<file path="config.mk">
export PLATFORM = sky130hd
export DESIGN_NAME = vga_rect_fill
export DESIGN_NICKNAME = d
export VERILOG_FILES = /design/src/rtl/vga_rect_fill.sv
export SDC_FILE = /design/constraint.sdc
export NUM_CORES = 1
export LEC_CHECK = 0
export ABC_AREA = 1
export CAP_MARGIN = 20
export CORE_MARGIN = 2
export CORE_UTILIZATION = 57
export DETAILED_ROUTE_END_ITERATION = 7
export PLACE_DENSITY = 0.83
export SETUP_SLACK_MARGIN = 0.3
export SYNTH_ARGS = -nofsm -noshare
export SYNTH_HDL_FRONTEND = slang
export SYNTH_SLANG_ARGS = --single-unit
</file>
<file path="constraint.sdc">
create_clock -name CLOCK_50 -period 4.8 [get_ports CLOCK_50]
set_input_delay 0.96 -clock CLOCK_50 [delete_from_list [all_inputs] [get_ports CLOCK_50]]
set_output_delay 0.96 -clock CLOCK_50 [all_outputs]
set_load 0.01 [all_outputs]
</file>
<file path="src/rtl/vga_rect_fill.sv">
// vga_rect_fill
//    Fills an axis-aligned rectangle (start) or the whole active screen (clear)
//    by streaming one pixel write per clock to a VGA adapter, in raster order.
//    The rectangle is clipped to the active area of the latched resolution.
//
// Ports
//    CLOCK_50              sole clock, rising edge
//    reset                 synchronous, active-high
//    start, clear          command requests, sampled only in IDLE; clear wins
//    res_mode              0 = 160x120, 1 = 320x240
//    x0, y0, w, h          rectangle top-left and size for start
//    colour_in             fill colour for start
//    x, y, colour, writeEn registered pixel-write bus
//    busy                  command in progress (LOAD/DRAW)
//    done                  one-cycle completion pulse
//
// state | meaning
// ------+-----------------------------------------------------------
// IDLE  | waiting for start/clear; command inputs latched on accept
// LOAD  | clip against the screen, set up the first pixel or skip
// DRAW  | one pixel per cycle, x fastest, then y
// DONE  | done pulse, back to IDLE

module vga_rect_fill #(
   parameter logic [2:0] BG_COLOUR = 3'b000
) (
   input  logic       CLOCK_50,
   input  logic       reset,
   input  logic       start,
   input  logic       clear,
   input  logic       res_mode,
   input  logic [8:0] x0,
   input  logic [7:0] y0,
   input  logic [8:0] w,
   input  logic [7:0] h,
   input  logic [2:0] colour_in,
   output logic [8:0] x,
   output logic [7:0] y,
   output logic [2:0] colour,
   output logic       writeEn,
   output logic       busy,
   output logic       done
);

   localparam logic [1:0] S_IDLE = 2'd0;
   localparam logic [1:0] S_LOAD = 2'd1;
   localparam logic [1:0] S_DRAW = 2'd2;
   localparam logic [1:0] S_DONE = 2'd3;

   logic [1:0] state;

   logic [8:0] cmd_x0;
   logic [7:0] cmd_y0;
   logic [8:0] cmd_w;
   logic [7:0] cmd_h;
   logic [2:0] cmd_col;
   logic       cmd_mode;

   logic [8:0] x_end;
   logic [7:0] y_end;

   // Clipping is done in 10 bits so that x0 + w and similar sums never wrap.
   logic [9:0] x_lim;
   logic [9:0] y_lim;
   logic [9:0] x0_10;
   logic [9:0] y0_10;
   logic [9:0] w_10;
   logic [9:0] h_10;
   logic [9:0] x_room;
   logic [9:0] y_room;
   logic [9:0] eff_w;
   logic [9:0] eff_h;
   logic       empty;

   always_comb begin
      x_lim  = cmd_mode ? 10'd320 : 10'd160;
      y_lim  = cmd_mode ? 10'd240 : 10'd120;
      x0_10  = {1'b0, cmd_x0};
      y0_10  = {2'b00, cmd_y0};
      w_10   = {1'b0, cmd_w};
      h_10   = {2'b00, cmd_h};
      empty  = (cmd_w == 9'd0) || (cmd_h == 8'd0) || (x0_10 >= x_lim) || (y0_10 >= y_lim);
      // room values are only meaningful when not empty
      x_room = x_lim - x0_10;
      y_room = y_lim - y0_10;
      eff_w  = (w_10 < x_room) ? w_10 : x_room;
      eff_h  = (h_10 < y_room) ? h_10 : y_room;
   end

   always_ff @(posedge CLOCK_50) begin
      if (reset) begin
         state    <= S_IDLE;
         x        <= '0;
         y        <= '0;
         colour   <= '0;
         writeEn  <= 1'b0;
         cmd_x0   <= '0;
         cmd_y0   <= '0;
         cmd_w    <= '0;
         cmd_h    <= '0;
         cmd_col  <= '0;
         cmd_mode <= 1'b0;
         x_end    <= '0;
         y_end    <= '0;
      end else begin
         case (state)
            S_IDLE: begin
               writeEn <= 1'b0;
               if (clear) begin
                  cmd_x0   <= '0;
                  cmd_y0   <= '0;
                  cmd_w    <= res_mode ? 9'd320 : 9'd160;
                  cmd_h    <= res_mode ? 8'd240 : 8'd120;
                  cmd_col  <= BG_COLOUR;
                  cmd_mode <= res_mode;
                  state    <= S_LOAD;
               end else if (start) begin
                  cmd_x0   <= x0;
                  cmd_y0   <= y0;
                  cmd_w    <= w;
                  cmd_h    <= h;
                  cmd_col  <= colour_in;
                  cmd_mode <= res_mode;
                  state    <= S_LOAD;
               end
            end
            S_LOAD: begin
               if (empty) begin
                  state <= S_DONE;
               end else begin
                  x       <= cmd_x0;
                  y       <= cmd_y0;
                  colour  <= cmd_col;
                  writeEn <= 1'b1;
                  // last pixel coordinates always fit: they are inside the screen
                  x_end   <= 9'(x0_10 + eff_w - 10'd1);
                  y_end   <= 8'(y0_10 + eff_h - 10'd1);
                  state   <= S_DRAW;
               end
            end
            S_DRAW: begin
               if (x == x_end) begin
                  if (y == y_end) begin
                     writeEn <= 1'b0;
                     state   <= S_DONE;
                  end else begin
                     x <= cmd_x0;
                     y <= y + 8'd1;
                  end
               end else begin
                  x <= x + 9'd1;
               end
            end
            S_DONE: begin
               writeEn <= 1'b0;
               state   <= S_IDLE;
            end
            default: begin
               writeEn <= 1'b0;
               state   <= S_IDLE;
            end
         endcase
      end
   end

   assign busy = (state == S_LOAD) || (state == S_DRAW);
   assign done = (state == S_DONE);

endmodule

</file>
==> results.toml <==
[outcome]
outcome = "finished clean"

[power]
p_sw_share_pct = 50.5
ir_drop_uv = 383
p_int_mw = 2.84
p_leak_nw = 2.92
seqPwrFrac_pct = 18.8
p_comb_share_pct = 70.3
power_frac_clock_pct = 11.0
switching_power_mw = 2.90
powerDensity_nw_per_um2 = 854

[timing]
rsz0062_at_grt = "yes"
final.setup.tns_ns = 0
finalHoldViolCount = 0
period_minus_slack_ns = 4.28
tightest_slew_ns = 0.914
setup_viol = 0
relSlewSlack_pct = 39.0
slew_viol_final = 0
holdWs_ns = 0.467
finalCritPeriodShare_pct = 89.1
skew_ns = 0.00794
fmax_mhz = 234

[worst_setup_path]
cp_max_fo = 6
worstPathRequired_ns = 5.07
path_class = "register to register"
crit_slowest_cell = "fa_1"
cp-start-kind = "register"
end_kind = "register"
rr_startpoint = "cmd_y0[0]"
reg2reg_depth = 27
cpPeakStageDelay_ns = 0.43
worst_ep_arrival_time_ns = 4.54
ff2ff_setup_slack_ns = 0.52
r2r-end = "y_end[7]"

[cts]
tritoncts = "yes"
hold_buffers = 0
clock_latency_ns = 0.37
cts_root_buffer = "clkbuf_8"
cts.path.max_buffers = 2
cts_inserted_buffers = 9
clk_pin_slew_worst_paths_ns = 0.08
htreeDepth = 3
cts_sinks = 78

[run]
maxCapViolations = 0

[yosys]
synth_top_flop_cell = "dfxtp_1"
synth_area_leaders = "dfxtp_1, ha_1, nand2_1"
ys_seq_area_share_pct = 27.6
ys_types = 47
async_reset_ff_share_pct = 0
synth_area_um2 = 5660
yosys_warnings = 0
synth-edff-count = 0
netlist.area_leader.share_pct = 27.6
synth.most_common_cell = "nand2_1"
synthTopCellsByCount = "nand2_1, inv_1, dfxtp_1"
synth_top_cell_by_area = "dfxtp_1"
syn_area_per_cell_um2 = 7.25
postSynthCellCount = 781
ys_ff_latch = 78
synth_nets = 884

[routing]
antenna_left = 0
routedWlPerCell_um = 15.0
vias = 5499
drcViolationCount = 0
first_pass_iters = 7
wl_um = 14600
viasPerCell = 5.63
drt_iter0_drc = 287

[global_route]
grt_max_degree = 47
grt_pass1_vias = 5226
grt_usage_pct = 26.8
grt_pass1_wl_um = 23800
grt_overflow = 0
antenna_found_initial = 0

[floorplan]
rows = 36
io_pins = 65
die_w_um = 104
fp.dieArea_um2 = 10700
start_util_pct = 58.2
fp.dieH_um = 104
core_area_um2 = 9730

[cells_and_area]
nNetsFinal = 941
fin_area_um2 = 6710
diodes = 0
syn_to_final_growth_pct = 18.6
drive_above_1_share_pct = 9.85

[placement]
port_buffers = 64
dpl_cell_area_um2 = 6340
hpwl_um = 10800
gp_congestion = 0.945

[min_path]
hold_class = "register to register"
whs_path_depth = 2
hold_end = "writeEn"
holdCritStartpoint = "writeEn"
-- critical path, delay by kind of cell (launching register included) --
kind            cells  cell delay [ns]
simple gates       13             1.56
flops               1             0.36
compound gates      2             0.28
xor+xnor            1             0.16
buf+inv             6             0.49
fa+ha+maj           5             1.31
-- layer usage --
layer | share of wire (%) | vias to the layer above | wire, um | track usage (%)
met1 | 44 | 2533 | 6490 | 34.7
li1 | - | 2724 | - | -
met2 | 47 | 200 | 6880 | 44.8
met4 | 2.5 | 0 | 369 | 10.0
met5 | 0 | - | 0 | 0
met3 | 5.9 | 42 | 865 | 4.53
-- sequential cells by signal, indices dropped and copies added (netlist names), 8 cells and up --
register	count
cmd_x0	9
x	9
cmd_y0	8
cmd_w	9
y_end	8
y	8
x_end	9
cmd_h	8
-- final cells by class --
class / instances / area [um^2]
fill: 781 / 3020
tap: 133 / 166
clock buffer: 11 / 141
timing repair buffer: 74 / 711
clock inverter: 5 / 106
multi-input combinational: 577 / 3650
inverter: 98 / 370
sequential: 78 / 1560
-- how the worst max path moves through the flow --
| stage | endpoint | slack, ns | depth (start not counted) | startpoint |
|---|---|---|---|---|
| after floorplan | x_end[7] | 0.73 | 27 | cmd_mode |
| after global placement | x_end[7] | 0.55 | 26 | cmd_mode |
| after detailed placement | x_end[7] | 0.30 | 26 | cmd_mode |
| after CTS | y_end[7] | 0.35 | 25 | cmd_mode |
| after global routing | y_end[7] | 0.27 | 27 | cmd_y0[0] |
| final | y_end[7] | 0.52 | 27 | cmd_y0[0] |
-- power groups by stage --
stage	clock network (mW)	logic, mW	registers [mW]
final	0.628	4.03	1.08
after global routing	0.654	4.50	1.11
after CTS	0.628	3.83	1.07
after detailed placement	0	3.78	1.08
after global placement	0	3.60	1.07
after floorplan	0	2.96	1.04
-- placed cells by master (no fill, tap or decap), types with 6 or more instances in the layout --
cell type	netlist	layout
nand2_1	149	148
inv_1	93	91
dfxtp_1	78	77
a21oi_1	75	74
clkdlybuf4s50_1	0	63
o21ai_0	60	58
ha_1	59	56
nor2_1	47	47
nand3_1	41	39
xor2_1	28	28
xnor2_1	21	21
a211oi_1	18	18
nand3_2	10	12
clkbuf_8	0	10
buf_4	1	10
a21oi_2	8	9
nor3_1	7	7
nand4_1	7	7
inv_2	4	6
-- stage by stage --
step                util (%)  total power, mW  instances  worst slack, ns
floorplan                  -             4.01        781            0.730
global placement        65.2             4.67        953            0.554
detailed placement      65.2             4.86        953            0.299
finish                  69.0             5.74        976            0.525
global route            69.0             6.26        976            0.266
CTS                     67.7             5.53        969            0.348
-- timing repair --
| action | 4_1_cts | 5_1_grt |
|---|---|---|
| gates resized for setup | 1 | 15 |
| gates cloned | 0 | 1 |
| pin swaps | 0 | 6 |
| buffers inserted | 0 | 6 |
| endpoints found under the setup margin | 1 | 7 |
-- kinds of logic after synthesis --
family	Yosys count	synth area share, %
AO/OA/AOI/OAI	182	18.3
XOR/XNOR	49	7.58
adder cells (fa/ha/maj)	61	13.7
buffers and inverters	127	9.26
flip-flops	78	27.6
AND/OR/NAND/NOR	284	23.5
Power figures use the tool's default switching activity.
